### src/rtl/subckt_seq_pkg.sv
// rtl/subckt_seq_pkg.sv - shared states, LFSR tap table and counter helpers for the activity sequencer
package subckt_seq_pkg;

  localparam logic [2:0] S_IDLE   = 3'd0;
  localparam logic [2:0] S_LOAD   = 3'd1;
  localparam logic [2:0] S_SETTLE = 3'd2;
  localparam logic [2:0] S_SAMPLE = 3'd3;
  localparam logic [2:0] S_DONE   = 3'd4;

  // Feedback masks for {v[N-2:0], ^(v & taps)}; N=4 walks 1,3,7,15,14,13,10,5,11,6,12,9,2,4,8 from seed 1.
  function automatic logic [7:0] lfsr_taps(input int n);
    case (n)
      2:       return 8'b0000_0011;
      3:       return 8'b0000_0101;
      4:       return 8'b0000_1001;
      5:       return 8'b0001_0010;
      6:       return 8'b0010_0001;
      7:       return 8'b0100_0001;
      default: return 8'b1000_1110;
    endcase
  endfunction

  function automatic logic [3:0] popcount(input logic [7:0] v);
    logic [3:0] c;
    c = 4'd0;
    for (int i = 0; i < 8; i++) c = c + {3'd0, v[i]};
    return c;
  endfunction

  function automatic logic [31:0] sat_add(input logic [31:0] a, input logic [31:0] b,
                                          input logic [31:0] max);
    logic [32:0] s;
    s = {1'b0, a} + {1'b0, b};
    return (s > {1'b0, max}) ? max : s[31:0];
  endfunction

endpackage

### src/rtl/subckt_activity_sequencer_if.sv
// rtl/subckt_activity_sequencer_if.sv - host handshake, results and sub-circuit stimulus/response bundle
interface subckt_activity_sequencer_if #(
  parameter int N_IN  = 4,
  parameter int CNT_W = 16
);
  logic             start;
  logic             abort;
  logic             cfg_mode;
  logic [N_IN-1:0]  cfg_seed;
  logic [CNT_W-1:0] cfg_len;
  logic             busy;
  logic             res_valid;
  logic             res_ready;
  logic [CNT_W-1:0] in_toggles;
  logic [CNT_W-1:0] out_toggles;
  logic [CNT_W-1:0] ones_cnt;
  logic [N_IN-1:0]  vec_out;
  logic             sub_out;

  modport master (
    output start, abort, cfg_mode, cfg_seed, cfg_len, res_ready, sub_out,
    input  busy, res_valid, in_toggles, out_toggles, ones_cnt, vec_out
  );

  modport slave (
    input  start, abort, cfg_mode, cfg_seed, cfg_len, res_ready, sub_out,
    output busy, res_valid, in_toggles, out_toggles, ones_cnt, vec_out
  );
endinterface

### src/rtl/subckt_seq_lfsr.sv
// rtl/subckt_seq_lfsr.sv - maximal-length Fibonacci LFSR; a zero seed is replaced by 1
module subckt_seq_lfsr
  import subckt_seq_pkg::*;
#(
  parameter int N_IN = 4
) (
  input  logic            clk,
  input  logic            rst_n,
  input  logic            load,
  input  logic [N_IN-1:0] seed,
  input  logic            step,
  output logic [N_IN-1:0] value
);
  localparam logic [N_IN-1:0] TAPS = N_IN'(lfsr_taps(N_IN));

  logic [N_IN-1:0] value_q, value_d;

  always_comb begin
    value_d = value_q;
    if (load)      value_d = (seed == '0) ? N_IN'(1) : seed;
    else if (step) value_d = {value_q[N_IN-2:0], ^(value_q & TAPS)};
  end

  always_ff @(posedge clk or negedge rst_n) begin
    if (!rst_n) value_q <= '0;
    else        value_q <= value_d;
  end

  assign value = value_q;
endmodule

### src/rtl/subckt_activity_sequencer.sv
// rtl/subckt_activity_sequencer.sv - drives vectors into a sub-circuit and accumulates its switching activity
module subckt_activity_sequencer
  import subckt_seq_pkg::*;
#(
  parameter int N_IN   = 4,
  parameter int CNT_W  = 16,
  parameter int SETTLE = 1
) (
  input logic clk,
  input logic rst_n,
  subckt_activity_sequencer_if.slave bus
);
  localparam logic [31:0] CNT_MAX     = 32'((64'd1 << CNT_W) - 64'd1);
  localparam logic [3:0]  SETTLE_LAST = 4'(SETTLE - 1);

  logic [2:0]       state_q, state_d;
  logic             busy_q, busy_d, valid_q, valid_d;
  logic             mode_q, mode_d, first_q, first_d, last_q, last_d;
  logic [N_IN-1:0]  vec_q, vec_d, prev_q, prev_d;
  logic [CNT_W-1:0] len_q, len_d, idx_q, idx_d;
  logic [CNT_W-1:0] in_q, in_d, out_q, out_d, ones_q, ones_d;
  logic [3:0]       settle_q, settle_d;
  logic             lfsr_load, lfsr_step, last_vec;
  logic [N_IN-1:0]  lfsr_val;

  // The LFSR runs one vector ahead of vec_q, so each load of vec_q also steps it.
  subckt_seq_lfsr #(.N_IN(N_IN)) u_lfsr (
    .clk   (clk),
    .rst_n (rst_n),
    .load  (lfsr_load),
    .seed  (bus.cfg_seed),
    .step  (lfsr_step),
    .value (lfsr_val)
  );

  assign last_vec = mode_q ? (idx_q == len_q - 1'b1) : (vec_q == '1);

  always_comb begin
    state_d = state_q;  busy_d  = busy_q;  valid_d = valid_q;
    mode_d  = mode_q;   first_d = first_q; last_d  = last_q;
    vec_d   = vec_q;    prev_d  = prev_q;  len_d   = len_q;   idx_d = idx_q;
    in_d    = in_q;     out_d   = out_q;   ones_d  = ones_q;  settle_d = settle_q;
    lfsr_load = 1'b0;
    lfsr_step = 1'b0;
    case (state_q)
      S_IDLE: if (bus.start && !bus.abort) begin
        mode_d = bus.cfg_mode;  len_d = bus.cfg_len;  lfsr_load = 1'b1;
        in_d = '0;  out_d = '0;  ones_d = '0;  prev_d = '0;  idx_d = '0;
        first_d = 1'b1;  last_d = 1'b0;  busy_d = 1'b1;  state_d = S_LOAD;
      end
      S_LOAD: if (mode_q && len_q == '0) begin
        busy_d = 1'b0;  valid_d = 1'b1;  state_d = S_DONE;
      end else begin
        vec_d = mode_q ? lfsr_val : '0;  lfsr_step = mode_q;
        settle_d = 4'd0;  state_d = S_SETTLE;
      end
      S_SETTLE: begin
        settle_d = settle_q + 4'd1;
        if (settle_q == SETTLE_LAST) state_d = S_SAMPLE;
      end
      S_SAMPLE: begin
        ones_d = CNT_W'(sat_add(32'(ones_q), 32'(bus.sub_out), CNT_MAX));
        if (!first_q) out_d = CNT_W'(sat_add(32'(out_q), 32'(bus.sub_out != last_q), CNT_MAX));
        in_d = CNT_W'(sat_add(32'(in_q), 32'(popcount(8'(vec_q ^ prev_q))), CNT_MAX));
        prev_d = vec_q;  last_d = bus.sub_out;  first_d = 1'b0;  idx_d = idx_q + 1'b1;
        if (last_vec) begin
          busy_d = 1'b0;  valid_d = 1'b1;  state_d = S_DONE;
        end else begin
          vec_d = mode_q ? lfsr_val : vec_q + 1'b1;  lfsr_step = mode_q;
          settle_d = 4'd0;  state_d = S_SETTLE;
        end
      end
      S_DONE: if (bus.res_ready) begin
        valid_d = 1'b0;  state_d = S_IDLE;
      end
      default: state_d = S_IDLE;
    endcase
    if (bus.abort && state_q != S_IDLE) begin
      state_d = S_IDLE;  busy_d = 1'b0;  valid_d = 1'b0;  vec_d = '0;  lfsr_step = 1'b0;
    end
  end

  always_ff @(posedge clk or negedge rst_n) begin
    if (!rst_n) begin
      state_q <= S_IDLE;  busy_q  <= 1'b0;  valid_q <= 1'b0;
      mode_q  <= 1'b0;    first_q <= 1'b0;  last_q  <= 1'b0;
      vec_q   <= '0;      prev_q  <= '0;    len_q   <= '0;    idx_q <= '0;
      in_q    <= '0;      out_q   <= '0;    ones_q  <= '0;    settle_q <= 4'd0;
    end else begin
      state_q <= state_d;  busy_q  <= busy_d;  valid_q <= valid_d;
      mode_q  <= mode_d;   first_q <= first_d; last_q  <= last_d;
      vec_q   <= vec_d;    prev_q  <= prev_d;  len_q   <= len_d;   idx_q <= idx_d;
      in_q    <= in_d;     out_q   <= out_d;   ones_q  <= ones_d;  settle_q <= settle_d;
    end
  end

  assign bus.busy        = busy_q;
  assign bus.res_valid   = valid_q;
  assign bus.vec_out     = vec_q;
  assign bus.in_toggles  = in_q;
  assign bus.out_toggles = out_q;
  assign bus.ones_cnt    = ones_q;
endmodule

### src/flat_wrapper.sv
// flat-port wrapper written by rule: the top's interface ports become plain ports
module subckt_activity_sequencer_flat import subckt_seq_pkg::*;
#(
  parameter int N_IN   = 4,
  parameter int CNT_W  = 16,
  parameter int SETTLE = 1
)
  (clk, rst_n, bus_start, bus_abort, bus_cfg_mode, bus_cfg_seed, bus_cfg_len, bus_res_ready, bus_sub_out, bus_busy, bus_res_valid, bus_in_toggles, bus_out_toggles, bus_ones_cnt, bus_vec_out);
  subckt_activity_sequencer_if #(.N_IN(N_IN), .CNT_W(CNT_W)) bus_i ();
  input logic clk;
  input logic rst_n;
  input wire logic [$bits(bus_i.start)-1:0] bus_start;
  input wire logic [$bits(bus_i.abort)-1:0] bus_abort;
  input wire logic [$bits(bus_i.cfg_mode)-1:0] bus_cfg_mode;
  input wire logic [$bits(bus_i.cfg_seed)-1:0] bus_cfg_seed;
  input wire logic [$bits(bus_i.cfg_len)-1:0] bus_cfg_len;
  input wire logic [$bits(bus_i.res_ready)-1:0] bus_res_ready;
  input wire logic [$bits(bus_i.sub_out)-1:0] bus_sub_out;
  output wire logic [$bits(bus_i.busy)-1:0] bus_busy;
  output wire logic [$bits(bus_i.res_valid)-1:0] bus_res_valid;
  output wire logic [$bits(bus_i.in_toggles)-1:0] bus_in_toggles;
  output wire logic [$bits(bus_i.out_toggles)-1:0] bus_out_toggles;
  output wire logic [$bits(bus_i.ones_cnt)-1:0] bus_ones_cnt;
  output wire logic [$bits(bus_i.vec_out)-1:0] bus_vec_out;
  assign bus_i.start = bus_start;
  assign bus_i.abort = bus_abort;
  assign bus_i.cfg_mode = bus_cfg_mode;
  assign bus_i.cfg_seed = bus_cfg_seed;
  assign bus_i.cfg_len = bus_cfg_len;
  assign bus_i.res_ready = bus_res_ready;
  assign bus_i.sub_out = bus_sub_out;
  assign bus_busy = bus_i.busy;
  assign bus_res_valid = bus_i.res_valid;
  assign bus_in_toggles = bus_i.in_toggles;
  assign bus_out_toggles = bus_i.out_toggles;
  assign bus_ones_cnt = bus_i.ones_cnt;
  assign bus_vec_out = bus_i.vec_out;
  subckt_activity_sequencer #(.N_IN(N_IN), .CNT_W(CNT_W), .SETTLE(SETTLE)) u_core (.clk(clk), .rst_n(rst_n), .bus(bus_i));
endmodule
### config.mk
export PLATFORM = sky130hd
export DESIGN_NAME = subckt_activity_sequencer_flat
export DESIGN_NICKNAME = d
export VERILOG_FILES = /design/src/rtl/subckt_seq_pkg.sv /design/src/rtl/subckt_activity_sequencer_if.sv /design/src/rtl/subckt_seq_lfsr.sv /design/src/rtl/subckt_activity_sequencer.sv /design/src/flat_wrapper.sv
export SDC_FILE = /design/constraint.sdc
export NUM_CORES = 1
export LEC_CHECK = 0
export CAP_MARGIN = 10
export CORE_ASPECT_RATIO = 2
export CORE_MARGIN = 3
export CORE_UTILIZATION = 55
export DETAILED_ROUTE_END_ITERATION = 10
export GPL_TIMING_DRIVEN = 0
export HOLD_SLACK_MARGIN = 0.1
export PLACE_DENSITY_LB_ADDON = 0.05
export RECOVER_POWER = 50
export SETUP_SLACK_MARGIN = 0.5
export SYNTH_ARGS = -nofsm -noshare
export SYNTH_HDL_FRONTEND = slang
export SYNTH_SLANG_ARGS = --single-unit
### constraint.sdc
create_clock -name clk -period 6.12 [get_ports clk]
set_input_delay 1.224 -clock clk [delete_from_list [all_inputs] [get_ports clk]]
set_output_delay 1.224 -clock clk [all_outputs]
set_load 0.03 [all_outputs]
==> key figures <==
Cells and area
  – Fillers: 862
  – Sequential cell area: 2600 µm²
  – Fin util: 0.688
  – Layout Nets: 819
  – Layout cells sized above 1: 0.0512
  – Most frequent cells in the layout: nand2_1 (111), dfrtp_1 (104), clkdlybuf4s50_1 (56)
  – Fin cells: 918
  – Multi-input logic area: 3210 µm²
  – Most common cell after layout, fill and taps aside: nand2_1
  – Area Overhead vs Synth: 21.3%
  – Antenna Cells: 0

Timing
  – Final setup vio count: 0
  – Hold WS: 0.513 ns
  – Worst Tran Pin Value: 2.09 ns
  – F_max: 258 MHz
  – Skew final: 0.00914 ns
  – Final hold vios: 0
  – Unrepaired setup endpoints after global routing: false
  – Relative slew slack: -0.390
  – Crit share post-route: 0.633
  – Final Max Slew Viols: 37
  – Final worst slack: 2.24 ns
  – Final worst path period need: 3.88 ns

Floorplan
  – Num ports: 81
  – CORE AREA: 10600 µm²
  – Die height: 154 µm
  – Die width: 80.0 µm
  – Die footprint: 12300 µm²
  – # rows: 53
  – Initial Util: 0.567

Worst hold path
  – Min-delay worst type: reg2reg

Critical path
  – Critical path launch point type: input port
  – Worst endpoint required time: 6.37 ns
  – Crit-path most repeated cell: ha_1
  – Slowest cell on crit path: nor4_1
  – Critical path endpoint category: register
  – Crit Path Category: in2reg
  – Crit-path max cell delay: 0.90 ns
  – Cell Chain, Critical Path: clkdlybuf4s50_1 -> xor2_1 -> ha_1 -> ha_1 -> nand4_1 -> nor4_1 -> nor2_1 -> a311oi_1
  – Crit Path Max Fanout: 7
  – CP Data Arrival Time: 4.13 ns

Detailed routing
  – ANT nets after route: 0
  – DRC: 0
  – Via density: 6.20
  – WL per Instance: 18.7 µm
  – Vias: 5694
  – Total iterations of the first detailed-routing run: 5
  – Post-Route WL: 17200 µm
  – 1st-iter DRT viols: 367

Global route
  – GR Util All Layers: 0.293
  – Vias in the first global route: 5892
  – First-pass GRT wire length: 28600 µm
  – Initial antenna violation count: 0
  – Pin count of the biggest net entering global routing: 69
  – Gr ovfl total: 0

Clock tree
  – Post-CTS sizing: 0
  – Bufs on Longest Clock Path: 2
  – Root buffer cell: clkbuf_16
  – Cts hold-fix bufs: 0
  – Clock latency on the worst-skew pair: 0.35 ns
  – H-tree depth: 3
  – CTS Sinks: 104
  – CTS tree: built
  – Setup Fix Bufs, Post-CTS: 0
  – Clock transition at the registers of the reported paths: 0.07 ns
  – Total CTS buffers: 9

Place
  – DP HPWL: 12500 µm
  – Post-placement worst setup slack: 1.91 ns
  – Placed cells: 902
  – GP Congestion: 0.852
  – Buffers on Ports: 79

Yosys
  – Yosys cell types: 76
  – Cell count after synthesis: 685
  – Post-synthesis mux area share: 0.0156
  – EDFF count, synth: 0
  – Post-Synth XOR/XNOR Area: 0.0320
  – Mean Syn Cell Area: 8.79 µm²
  – Simple-Gate Fraction of Synth Area: 0.259
  – Mapped Area: 6020 µm²
  – Compound-Gate Fraction of Synth Area: 0.191
  – FFs w/ async S/R, synth: 1.00
  – Syn. warnings: 0
  – Largest family of logic cells by synthesized area: simple AND/OR/NAND/NOR gates
  – Number of synthesized register bits: 104
  – Post-Syn Nets: 728
  – Main synth FF type: dfrtp_1
  – Area share of fa/ha/maj cells after synthesis: 0.0357
  – Sequential element share of the synthesized area: 0.432

Power
  – Tot Pwr: 2.43 mW
  – Power Density: 332 nW/µm²
  – Max VDD drop: 0.182 mV
  – Leak: 3.26 nW

Flow run
  – Max cap viols: 1

Outcome
  – Failing checks: capacitance limit, slew limit
  – Status: complete, but fails checks
-- logic make-up after synthesis --
logic type                 count (synthesis)
adders and majority gates                 16
DFF                                      104
AOI/OAI and AO/OA                        170
xor gates and xnor gates                  22
muxes                                      9
buffers and inverters                     52
and+or+nand+nor                          312
-- Yosys cell counts, drive strengths merged, types with 10 or more instances --
library cell / n / area, µm²
a21oi: 45 / 229
a311oi: 10 / 93.8
a31oi: 12 / 90.1
and3: 18 / 113
clkbuf: 28 / 105
dfrtp: 104 / 2600
ha: 14 / 175
inv: 15 / 56.3
nand2: 113 / 429
nand3: 38 / 190
nand4: 15 / 109
nor2: 51 / 194
nor2b: 10 / 62.6
nor3: 23 / 115
o21ai: 47 / 235
xnor2: 13 / 114
-- critical path, delay by kind of cell --
family                     cells  cell delay [ns]
xor gates and xnor gates       1             0.20
AOI/OAI and AO/OA              1             0.35
and+or+nand+nor                3             1.38
adders and majority gates      2             0.42
buffers and inverters          1             0.54
-- state kept, by name, summed over array words and instances (netlist names) --
name                    flops
u_core.bus.busy             1
u_core.prev_q               4
u_core.bus.vec_out          4
u_core.bus.ones_cnt        16
u_core.bus.in_toggles      16
u_core.settle_q             4
u_core.idx_q               16
u_core.bus.res_valid        1
u_core.u_lfsr.value         4
u_core.state_q              3
u_core.len_q               16
u_core.first_q              1
u_core.last_q               1
u_core.mode_q               1
u_core.bus.out_toggles     16
-- final timing paths --
check	startpoint	to	slack [ns]	cells past startpoint
worst min-delay path	u_core.bus.in_toggles[12]	u_core.bus.in_toggles[12]	0.51	1
min in group asynchronous	rst_n	u_core.bus.vec_out[3]	1.46	1
worst max register to register	u_core.bus.vec_out[0]	u_core.bus.in_toggles[7]	2.43	14
max in group asynchronous	rst_n	u_core.bus.ones_cnt[1]	3.45	1
worst max-delay path	bus_sub_out	u_core.bus.out_toggles[11]	2.24	8
worst min register to register	u_core.bus.in_toggles[12]	u_core.bus.in_toggles[12]	0.51	1
-- per-layer routing --
metal / global-route usage / vias up / wire, µm
li1: - / 2674 / -
met1: 0.330 / 2772 / 6480
met2: 0.537 / 194 / 9400
met3: 0.0358 / 54 / 679
met4: 0.125 / 0 / 651
met5: 0 / - / 0
-- report_power, final --
| part | leakage [nW] | switching (mW) | internal, mW |
|---|---|---|---|
| clock | 0.147 | 0.262 | 0.331 |
| sequential | 1.40 | 0.150 | 0.803 |
| combinational | 1.71 | 0.533 | 0.349 |
| total | 3.26 | 0.945 | 1.48 |
-- stage by stage --
| stage | cell area [µm²] | setup TNS, ns |
|---|---|---|
| 2_1_floorplan | 6020 | 0 |
| 3_3_place_gp | 6980 | -13.90 |
| 3_5_place_dp | 7010 | 0 |
| 4_1_cts | 7310 | 0 |
| 5_1_grt | 7300 | 0 |
| 6_report | 7300 | 0 |
-- layout make-up --
type | instances | area share
inverter | 15 | 0.00771
timing repair buffer | 80 | 0.111
sequential | 104 | 0.356
tap | 137 | 0.0235
buffer | 37 | 0.0207
clock inverter | 4 | 0.00720
clock buffer | 12 | 0.0338
multi-input combinational | 529 | 0.440
(Power assumes the default switching activity.)
